## src/rtl/div_pkg.sv

```systemverilog
// Shared definitions for the iterative radix-2 divider: op encoding, FSM states
// and sign helpers.
package div_pkg;

    localparam int DIV_XLEN = 32;
    localparam int DIV_ITER = 32;

    localparam int DIV_OP_DIVW  = 0;
    localparam int DIV_OP_MODW  = 1;
    localparam int DIV_OP_DIVWU = 2;
    localparam int DIV_OP_MODWU = 3;

    typedef enum logic [1:0] {
        IDLE = 2'd0,
        BUSY = 2'd1,
        DONE = 2'd2
    } div_state_e;

    // Two's-complement negate when neg is set; used for both magnitude and sign fix-up.
    function automatic logic [DIV_XLEN-1:0] div_neg_if(input logic neg, input logic [DIV_XLEN-1:0] val);
        logic [DIV_XLEN-1:0] res;
        if (neg) begin
            res = ~val + {{(DIV_XLEN-1){1'b0}}, 1'b1};
        end else begin
            res = val;
        end
        return res;
    endfunction

endpackage

```

## src/rtl/div_if.sv

```systemverilog
// Divide request/response channel between EX (request), the divider and MEM (response).
interface div_if;
    import div_pkg::*;

    logic                req_valid;
    logic                req_ready;
    logic [3:0]          req_op;
    logic [DIV_XLEN-1:0] req_src1;
    logic [DIV_XLEN-1:0] req_src2;
    logic                resp_valid;
    logic                resp_ready;
    logic [DIV_XLEN-1:0] resp_result;
    logic                busy;

    modport master (
        output req_valid, req_op, req_src1, req_src2, resp_ready,
        input  req_ready, resp_valid, resp_result, busy
    );

    modport slave (
        input  req_valid, req_op, req_src1, req_src2, resp_ready,
        output req_ready, resp_valid, resp_result, busy
    );

endinterface

```

## src/rtl/div_step.sv

```systemverilog
// One restoring division step on unsigned magnitudes: shift {rem,quo} left and
// keep the trial difference when the divisor fits.
module div_step
    import div_pkg::*;
#(
    parameter int XLEN = DIV_XLEN
) (
    input  logic [XLEN-1:0] rem,
    input  logic [XLEN-1:0] quo,
    input  logic [XLEN-1:0] divisor,
    output logic [XLEN-1:0] rem_next,
    output logic [XLEN-1:0] quo_next
);

    logic [XLEN:0] shifted_s;
    logic          fits_s;

    // Trial subtract; the difference always fits XLEN bits when the divisor fits.
    always_comb begin
        shifted_s = {rem, quo[XLEN-1]};
        fits_s    = (shifted_s >= {1'b0, divisor});
        if (fits_s) begin
            rem_next = shifted_s[XLEN-1:0] - divisor;
            quo_next = {quo[XLEN-2:0], 1'b1};
        end else begin
            rem_next = shifted_s[XLEN-1:0];
            quo_next = {quo[XLEN-2:0], 1'b0};
        end
    end

endmodule

```

## src/rtl/div_unit.sv

```systemverilog
// Iterative 32-bit radix-2 restoring divider (DIV.W/MOD.W/DIV.WU/MOD.WU), one op in flight.
// Optional DIV_ZERO_FAST_EN: a zero divisor bypasses the iteration and answers next cycle.
module div_unit
    import div_pkg::*;
#(
    parameter int XLEN = DIV_XLEN,
    parameter int ITER = DIV_ITER
) (
    input logic  clk,
    input logic  rst,
    div_if.slave bus
);

    localparam int CNT_W = $clog2(ITER);
    localparam logic [CNT_W-1:0] CNT_LAST = CNT_W'(ITER - 1);

    div_state_e       state_r;
    div_state_e       state_next_s;
    logic [CNT_W-1:0] cnt_r;
    logic [XLEN-1:0]  rem_r;
    logic [XLEN-1:0]  quo_r;
    logic [XLEN-1:0]  divisor_r;
    logic             is_mod_r;
    logic             quo_neg_r;
    logic             rem_neg_r;
    logic [XLEN-1:0]  result_r;

    logic             accept_s;
    logic             step_last_s;
    logic             signed_s;
    logic             is_mod_s;
    logic             src1_neg_s;
    logic             src2_neg_s;
    logic [XLEN-1:0]  src1_abs_s;
    logic [XLEN-1:0]  src2_abs_s;
    logic [XLEN-1:0]  rem_step_s;
    logic [XLEN-1:0]  quo_step_s;
    logic [XLEN-1:0]  final_s;
`ifdef DIV_ZERO_FAST_EN
    logic             src2_zero_s;
    logic [XLEN-1:0]  zero_res_s;
`endif

    div_step #(.XLEN(XLEN)) u_step (
        .rem      (rem_r),
        .quo      (quo_r),
        .divisor  (divisor_r),
        .rem_next (rem_step_s),
        .quo_next (quo_step_s)
    );

    // Decode the request on the bus into sign flags and operand magnitudes.
    always_comb begin
        signed_s   = (bus.req_op[DIV_OP_DIVW] | bus.req_op[DIV_OP_MODW]) &
                     ~(bus.req_op[DIV_OP_DIVWU] | bus.req_op[DIV_OP_MODWU]);
        is_mod_s   = bus.req_op[DIV_OP_MODW] | bus.req_op[DIV_OP_MODWU];
        src1_neg_s = signed_s & bus.req_src1[XLEN-1];
        src2_neg_s = signed_s & bus.req_src2[XLEN-1];
        src1_abs_s = div_neg_if(src1_neg_s, bus.req_src1);
        src2_abs_s = div_neg_if(src2_neg_s, bus.req_src2);
    end

`ifdef DIV_ZERO_FAST_EN
    assign src2_zero_s = (bus.req_src2 == {XLEN{1'b0}});

    // Same values the iterative path produces for a zero divisor.
    always_comb begin
        if (is_mod_s) begin
            zero_res_s = bus.req_src1;
        end else if (src1_neg_s) begin
            zero_res_s = {{(XLEN-1){1'b0}}, 1'b1};
        end else begin
            zero_res_s = {XLEN{1'b1}};
        end
    end
`endif

    // Sign-correct the last step's output; remainder follows the dividend's sign.
    always_comb begin
        if (is_mod_r) begin
            final_s = div_neg_if(rem_neg_r, rem_step_s);
        end else begin
            final_s = div_neg_if(quo_neg_r, quo_step_s);
        end
    end

    // Next-state logic for IDLE -> BUSY -> DONE -> IDLE.
    always_comb begin
        state_next_s = state_r;
        accept_s     = 1'b0;
        step_last_s  = 1'b0;
        case (state_r)
            IDLE: begin
                if (bus.req_valid) begin
                    accept_s     = 1'b1;
`ifdef DIV_ZERO_FAST_EN
                    if (src2_zero_s) begin
                        state_next_s = DONE;
                    end else begin
                        state_next_s = BUSY;
                    end
`else
                    state_next_s = BUSY;
`endif
                end else begin
                    state_next_s = IDLE;
                end
            end
            BUSY: begin
                if (cnt_r == CNT_LAST) begin
                    step_last_s  = 1'b1;
                    state_next_s = DONE;
                end else begin
                    state_next_s = BUSY;
                end
            end
            DONE: begin
                if (bus.resp_ready) begin
                    state_next_s = IDLE;
                end else begin
                    state_next_s = DONE;
                end
            end
            default: begin
                state_next_s = IDLE;
            end
        endcase
    end

    // State register; reset aborts any division in flight.
    always_ff @(posedge clk) begin
        if (rst) begin
            state_r <= IDLE;
        end else begin
            state_r <= state_next_s;
        end
    end

    // Datapath: latch operands on accept, iterate in BUSY, capture the result on the last step.
    always_ff @(posedge clk) begin
        if (rst) begin
            cnt_r     <= {CNT_W{1'b0}};
            rem_r     <= {XLEN{1'b0}};
            quo_r     <= {XLEN{1'b0}};
            divisor_r <= {XLEN{1'b0}};
            is_mod_r  <= 1'b0;
            quo_neg_r <= 1'b0;
            rem_neg_r <= 1'b0;
            result_r  <= {XLEN{1'b0}};
        end else begin
            case (state_r)
                IDLE: begin
                    if (accept_s) begin
                        cnt_r     <= {CNT_W{1'b0}};
                        rem_r     <= {XLEN{1'b0}};
                        quo_r     <= src1_abs_s;
                        divisor_r <= src2_abs_s;
                        is_mod_r  <= is_mod_s;
                        quo_neg_r <= src1_neg_s ^ src2_neg_s;
                        rem_neg_r <= src1_neg_s;
`ifdef DIV_ZERO_FAST_EN
                        if (src2_zero_s) begin
                            result_r <= zero_res_s;
                        end
`endif
                    end
                end
                BUSY: begin
                    rem_r <= rem_step_s;
                    quo_r <= quo_step_s;
                    cnt_r <= cnt_r + {{(CNT_W-1){1'b0}}, 1'b1};
                    if (step_last_s) begin
                        result_r <= final_s;
                    end
                end
                default: begin
                end
            endcase
        end
    end

    assign bus.req_ready   = (state_r == IDLE) & ~rst;
    assign bus.resp_valid  = (state_r == DONE);
    assign bus.busy        = (state_r != IDLE);
    assign bus.resp_result = result_r;

endmodule

```

## src/flat_wrapper.sv

```systemverilog
// flat-port wrapper written by rule: the top's interface ports become plain ports
module div_unit_flat import div_pkg::*;
#(
    parameter int XLEN = DIV_XLEN,
    parameter int ITER = DIV_ITER
)
  (clk, rst, bus_req_valid, bus_req_op, bus_req_src1, bus_req_src2, bus_resp_ready, bus_req_ready, bus_resp_valid, bus_resp_result, bus_busy);
  div_if bus_i ();
  input logic clk;
  input logic rst;
  input wire logic [$bits(bus_i.req_valid)-1:0] bus_req_valid;
  input wire logic [$bits(bus_i.req_op)-1:0] bus_req_op;
  input wire logic [$bits(bus_i.req_src1)-1:0] bus_req_src1;
  input wire logic [$bits(bus_i.req_src2)-1:0] bus_req_src2;
  input wire logic [$bits(bus_i.resp_ready)-1:0] bus_resp_ready;
  output wire logic [$bits(bus_i.req_ready)-1:0] bus_req_ready;
  output wire logic [$bits(bus_i.resp_valid)-1:0] bus_resp_valid;
  output wire logic [$bits(bus_i.resp_result)-1:0] bus_resp_result;
  output wire logic [$bits(bus_i.busy)-1:0] bus_busy;
  assign bus_i.req_valid = bus_req_valid;
  assign bus_i.req_op = bus_req_op;
  assign bus_i.req_src1 = bus_req_src1;
  assign bus_i.req_src2 = bus_req_src2;
  assign bus_i.resp_ready = bus_resp_ready;
  assign bus_req_ready = bus_i.req_ready;
  assign bus_resp_valid = bus_i.resp_valid;
  assign bus_resp_result = bus_i.resp_result;
  assign bus_busy = bus_i.busy;
  div_unit #(.XLEN(XLEN), .ITER(ITER)) u_core (.clk(clk), .rst(rst), .bus(bus_i));
endmodule
```

## config.mk

```make
export PLATFORM = sky130hd
export DESIGN_NAME = div_unit_flat
export DESIGN_NICKNAME = d
export VERILOG_FILES = /design/src/rtl/div_pkg.sv /design/src/rtl/div_if.sv /design/src/rtl/div_step.sv /design/src/rtl/div_unit.sv /design/src/flat_wrapper.sv
export SDC_FILE = /design/constraint.sdc
export NUM_CORES = 1
export LEC_CHECK = 0
export CORE_MARGIN = 8
export CORE_UTILIZATION = 48
export DETAILED_ROUTE_END_ITERATION = 6
export PLACE_DENSITY = 0.74
export SLEW_MARGIN = 20
export SYNTH_ARGS = -nofsm -noshare
export SYNTH_HDL_FRONTEND = slang
export SYNTH_HIERARCHICAL = 1
export SYNTH_SLANG_ARGS = --single-unit
```

## constraint.sdc

```tcl
create_clock -name clk -period 6.01 [get_ports clk]
set_input_delay 1.202 -clock clk [delete_from_list [all_inputs] [get_ports clk]]
set_output_delay 1.202 -clock clk [all_outputs]
set_load 0.05 [all_outputs]
```

# --- Yosys cells after proc, flatten, opt, wreduce, memory -nomap -nowiden ---
# Cells that the tools add are included.
classes:
  n_reduce_logical: 6
  muxes: 21
  n_bitwise: 14
  mul: 0
  div: 0
  n_eq_ne: 4
  n_shift: 0
  magnitude_cmp: 1
  addsub: 6
ops:
  columns: ["cell", "count"]
  rows:
  - ["32-bit two-way mux", 8]
  - ["32-bit by 1-bit adder with 32-bit output (second input constant)", 4]
  - ["32-bit inverter", 4]
  - ["32-bit one-hot mux with 2 select lines", 2]
  - ["33-bit by 32-bit greater-or-equal comparator with 1-bit output", 1]
  - ["32-bit subtractor", 1]
  - ["5-bit one-hot mux with 2 select lines", 1]
  - ["1-bit two-way mux", 6]
  - ["2-bit one-hot mux with 3 select lines", 1]
  - ["2-bit AND reduction", 3]
  - ["5-bit by 1-bit adder with 5-bit output (second input constant)", 1]
  - ["5-bit == test (second input constant)", 1]
  - ["5-bit two-way mux", 1]
  - ["1-bit AND", 4]
  - ["2-bit two-way mux", 2]
  - ["2-bit nonzero test", 2]
  - ["1-bit OR", 3]
  - ["2-bit by 1-bit == test with 1-bit output (second input constant)", 1]
  - ["2-bit == test (second input constant)", 1]
  - ["2-bit logical NOT", 1]
  - ["2-bit by 1-bit inequality test with 1-bit output (second input constant)", 1]
  - ["1-bit inverter", 2]
  - ["1-bit XOR", 1]
word_totals:
  register_bits: 138
  latch_bits: 0
  mem_bits_rw: 0
  wordCells: 61
  inputBits: 72
  memories: 0
  out_inout_bits: 35
  romBits: 0

# --- Logic depth before layout (Yosys ltp) ---
depth:
  depth_word: 7
  ltp_mapped: 23
  mapped_depth_nobuf: 19

# --- Modules after synthesis ---
# The synthesis kept the hierarchy.
by_module_without_submodules:
  columns: ["module", "area_each_um2", "instances", "cells_per_inst"]
  rows:
  - ["div_unit", 8266.7, 1, 1079]
  - ["div_step", 2631.3, 1, 362]

# --- Worst setup path before layout ---
# Ideal clock, no wire load.
synth_timing:
  path_type: "flip-flop to flip-flop"
  startpoint: "register u_core.divisor_r[2]"
  endpoint: "register u_core.result_r[26] (netlist: u_core/bus.resp_result[26])"
  period_less_slack_ps: 4656
  arrival_ps: 4570
  path_slack_ps: 1354
  n_path_buf: 3
  setup_time_ps: 86
  stages_incl_launch_ff: 23
  path_cell_list: "dfxtp_1 inv_1 ha_1 a21oi_2 o21ai_2 a221o_1 a21oi_2 nor3_1 nor4_1 o21ai_1 o32ai_4 buf_6 inv_1 buf_4 inv_1 ha_1 or4b_4 or4_4 buf_6 or2_1 o31ai_2 xor2_1 a211oi_1"
synth_via:
  elab_chain_len: 6
synth_rtl:
  columns: ["element", "line", "rtl"]
  rows:
  - ["start, declared", "div_unit.sv:22", "logic [XLEN-1:0] divisor_r;"]
  - ["start signal, assigned", "div_unit.sv:145", "divisor_r <= {XLEN{1'b0}};"]
  - ["start signal, assigned", "div_unit.sv:157", "divisor_r <= src2_abs_s;"]
  - ["33-bit by 32-bit greater-or-equal comparator with 1-bit output", "div_step.sv:21", "fits_s = (shifted_s >= {1'b0, divisor});"]
  - ["named net u_core.u_step.fits_s", "div_step.sv:16", "logic fits_s;"]
  - ["1-bit two-way mux", "div_step.sv:22", "if (fits_s) begin"]
  - ["named net u_core.quo_step_s[0]", "div_unit.sv:37", "logic [XLEN-1:0] quo_step_s;"]
  - ["32-bit inverter", "div_pkg.sv:23", "res = ~val + {{(DIV_XLEN-1){1'b0}}, 1'b1};"]
  - ["32-bit by 1-bit adder with 32-bit output", "div_pkg.sv:23", null]
  - ["32-bit two-way mux", "div_pkg.sv:22", "if (neg) begin"]
  - ["32-bit two-way mux", "div_unit.sv:80", "if (is_mod_r) begin"]
  - ["end signal, assigned", "div_unit.sv:149", "result_r <= {XLEN{1'b0}};"]
  - ["end signal, assigned", "div_unit.sv:173", "result_r <= final_s;"]
  - ["end, declared", "div_unit.sv:26", "logic [XLEN-1:0] result_r;"]
# The timed path passes the listed nets, and every way through them passes these cells.
# A chain may end at the register's enable or synchronous reset.

# --- Final worst setup path ---
layout_timing:
  startpoint: "register u_core.divisor_r[2]"
  endpoint: "register u_core.result_r[27] (netlist: u_core/bus.resp_result[27])"
layout_via:
  elab_chain_len: 6
layout_rtl:
  columns: ["element", "line", "rtl"]
  rows:
  - ["32-bit subtractor / 33-bit by 32-bit greater-or-equal comparator with 1-bit output (equally long branches)", "div_step.sv:23, div_step.sv:21", null]
  - ["32-bit two-way mux *", "div_step.sv:22", null]
  - ["named net u_core.rem_step_s[10]", "div_unit.sv:36", "logic [XLEN-1:0] rem_step_s;"]
  - ["32-bit inverter *", "div_pkg.sv:23", null]
  - ["32-bit by 1-bit adder with 32-bit output *", "div_pkg.sv:23", null]
  - ["32-bit two-way mux *", "div_pkg.sv:22", null]
  - ["32-bit two-way mux *", "div_unit.sv:80", null]
# The timed path passes the listed nets; every way through them passes the cells marked *.

==> results.sh <==
export IMPL_grt_max_degree=71
export IMPL_io_pins=107
export IMPL_clk_pin_slew_worst_paths_ps=70
export IMPL_crit_family="simple AND/OR/NAND/NOR gates"
export IMPL_antenna_found_initial=0
export IMPL_layout_drive_gt1_share=0.0627
export IMPL_antenna_left=0
export IMPL_final_fill_count=2183
export IMPL_multi_input_area_um2=7300
export IMPL_start_kind="flip-flop"
export IMPL_fin_crit_sh=0.891
export IMPL_outcome="finished, final reports clean"
export IMPL_clock_latency_ps=430
export IMPL_rsz0062_at_grt="false"
export IMPL_cp_startpoint="u_core/divisor_r[2]"
export IMPL_die_area_um2=27800
export IMPL_path_buf_inv=2
export IMPL_hpwl_mm=25.0
export IMPL_max_freq_mhz=187
export IMPL_chipWidth_um=167
export IMPL_setup_viol=0
export IMPL_start_util=0.486
export IMPL_hold_viol_final=0
export IMPL_cts_hold_repair_buffers=0
export IMPL_tightest_slew_ps=1040
export IMPL_seq_area_um2=2760
export IMPL_cts_tree="yes"
export IMPL_pwr_density_cell_nw_per_um2=321
export IMPL_crit_chain="inv_1 > ha_1 > a21oi_2 > o21ai_2 > a221o_1 > a21oi_2 > nor3_1 > nor4_1 > o21ai_1 > o32ai_4 > buf_12 > mux2_4 > nor4_1 > nand3_1 > nor4_2 > nand2b_1 > or3_1 > and3_1"
export IMPL_required_ps=6330
export IMPL_cp_max_fo=32
export IMPL_routed_wl_mm=33.7
export IMPL_critical_path_depth=18
export IMPL_slew_headroom=0.300
export IMPL_slew_violations=0
export IMPL_maxCapViolations=0
export IMPL_die_y_um=167
export IMPL_vias=10994
export IMPL_reg2reg_slack_ps=660
export IMPL_ys_flop_type="dfxtp_1"
export IMPL_syn_cell_area_um2=10900
export IMPL_seq_area_frac_synth=0.254
export IMPL_peakVddDrop_mv=0.179
export IMPL_cts_buffers=17
export IMPL_timing_hold_ws_ps=461
export IMPL_nets=1565
export IMPL_cpPeakStageDelay_ps=590
export IMPL_synth_edf_count=0
export IMPL_avgSynthCellArea_um2=7.56
export IMPL_crit_type="reg -> reg"
export IMPL_grt_overflow_total=0
export IMPL_r2r_end="u_core/bus.resp_result[27]"
export IMPL_syn_inst=1441
export IMPL_endpoint_kind="flip-flop"
export IMPL_syn_num_nets=1552
export IMPL_rows=55
export IMPL_cts_sinks=138
export IMPL_worstPathArrival_ps=5680
export IMPL_antenna_cells=0
export IMPL_final_min_clock_period_ps=5350
export IMPL_utilization=0.554
export IMPL_grt_pass1_wl_mm=54.1
export IMPL_synth_seq_cells=138
export IMPL_skew_ps=15.1
export IMPL_first_iter_violations=1018
export IMPL_root_buffer="clkbuf_16"
export IMPL_clk_path_buf_depth=2
export IMPL_tns_ps=0
export IMPL_drcViolationCount=0
export IMPL_yosys_warnings=6
export IMPL_grt_util_all_layers=0.236
export IMPL_synth_cell_types=86
export IMPL_reg2reg_depth=18
export IMPL_endpoint="u_core/bus.resp_result[27]"
export IMPL_routedWlPerCell_um=19.2
export IMPL_h_tree_depth=4
export IMPL_hold_path_class="reg -> reg"
export IMPL_cts_setup_buffers=0
export IMPL_reg2reg_from="u_core/divisor_r[2]"
export IMPL_viasPerCell=6.28
export IMPL_power_total_mw=3.99
export IMPL_cp_slowest_cell="nor4_1"
export IMPL_area_growth_pct=14.1
export IMPL_power_leakage_nw=4.61
export IMPL_place_congestion=0.971
export IMPL_synth_async_sr_flop_share=0
export IMPL_grt_pass1_vias=10281
export IMPL_io_buffers=106
export IMPL_floorplan_core_area_um2=22400
export IMPL_drt_pass1_iter_count=6
export IMPL_postCtsResizedCells=0
==> layout make-up <==
class / count / share of cell area
clock inverters: 12 / 0.0131
inverters: 59 / 0.0178
flip-flops and latches: 138 / 0.222
multi-input cells: 1117 / 0.587
repair buffers: 121 / 0.0952
clock buffers: 20 / 0.0359
well taps: 285 / 0.0287
==> registers in the layout, indices dropped and copies added (netlist names) <==
signal	cells
u_core/is_mod_r	1
u_core/cnt_r	5
u_core/bus.resp_result	32
u_core/rem_neg_r	1
u_core/divisor_r	32
u_core/rem_r	32
u_core/quo_r	32
u_core/state_r	2
u_core/quo_neg_r	1
==> report_power, final <==
| part | internal, mW | switching (mW) |
|---|---|---|
| clock | 0.671 | 0.440 |
| combinational | 0.715 | 1.12 |
| sequential | 0.972 | 0.0733 |
==> routing by layer <==
metal / vias up / GRT usage / part of all wire
met5: - / 0 / 0
met4: 0 / 0.101 / 0.030
met3: 67 / 0.0326 / 0.065
met2: 435 / 0.364 / 0.45
met1: 5202 / 0.324 / 0.46
li1: 5290 / - / -
==> metrics by stage <==
step / cells / cell area (um2) / setup slack, ps
2_1_floorplan: 1441 / 10900 / 1350
3_3_place_gp: 1720 / 11800 / 1110
3_5_place_dp: 1720 / 11800 / 827
4_1_cts: 1752 / 12400 / 826
5_1_grt: 1752 / 12400 / 444
6_report: 1752 / 12400 / 658
==> logic make-up (layout without fill, tap and decap cells) <==
kind of cell | count (synthesis) | in the layout | synth area share
and+or+nand+nor | 506 | 506 | 0.237
xor gates and xnor gates | 113 | 113 | 0.0908
buffers and inverters | 186 | 212 | 0.0782
muxes | 41 | 41 | 0.0480
AOI/OAI and AO/OA | 418 | 418 | 0.247
DFF | 138 | 138 | 0.254
adders and majority gates | 39 | 39 | 0.0455
==> worst reg2reg max path: cells and delay by family, from the launching register on <==
| family | cells | cell delay, ps |
|---|---|---|
| AO/OA/AOI/OAI | 6 | 1300 |
| adder cells (fa/ha/maj) | 1 | 350 |
| buffers and inverters | 2 | 330 |
| flip-flops | 1 | 330 |
| multiplexers | 1 | 380 |
| AND/OR/NAND/NOR | 8 | 2560 |
==> Yosys cell counts, drive strengths merged, types with 7 or more instances <==
cell type | instances | area share
mux2 | 30 | 0.038
o31ai | 22 | 0.016
a31oi | 20 | 0.011
or3 | 17 | 0.010
and3 | 15 | 0.0086
nor3 | 49 | 0.023
inv | 59 | 0.020
mux2i | 11 | 0.010
o22ai | 18 | 0.010
nor2 | 101 | 0.035
nand2 | 133 | 0.046
o211ai | 9 | 0.0062
nand3 | 75 | 0.034
nand3b | 7 | 0.0048
xor2 | 52 | 0.042
nand2b | 14 | 0.0080
a311oi | 7 | 0.0056
o41ai | 17 | 0.014
a21oi | 141 | 0.065
o21ai | 78 | 0.036
nand4 | 16 | 0.0092
a22oi | 14 | 0.0096
dfxtp | 138 | 0.25
clkbuf | 80 | 0.028
ha | 38 | 0.044
buf | 47 | 0.030
xnor2 | 61 | 0.049
or4 | 19 | 0.014
a21o | 16 | 0.011
nor4 | 27 | 0.020
a211oi | 23 | 0.016
==> worst min-delay path by stage <==
stage | startpoint | endpoint | slack, ps | cells after the start
finish | u_core/bus.resp_result[5] | u_core/bus.resp_result[5] | 460 | 2
global route | u_core/divisor_r[0] | u_core/divisor_r[0] | 500 | 2
CTS | u_core/bus.resp_result[5] | u_core/bus.resp_result[5] | 460 | 2
detailed placement | u_core/bus.resp_result[4] | u_core/bus.resp_result[4] | 450 | 2
global placement | u_core/bus.resp_result[5] | u_core/bus.resp_result[5] | 440 | 2
floorplan | u_core/divisor_r[19] | u_core/divisor_r[19] | 430 | 2
==> placed cells by master, fill, tap and decap left out, drive strengths merged, types with 49 or more instances in the layout <==
cell type,n
inv,64
clkdlybuf4s50,105
xnor2,61
nand2,133
dfxtp,138
o21ai,78
nor3,49
a21oi,141
nand3,75
xor2,52
nor2,101
Power figures use the tool's default switching activity.
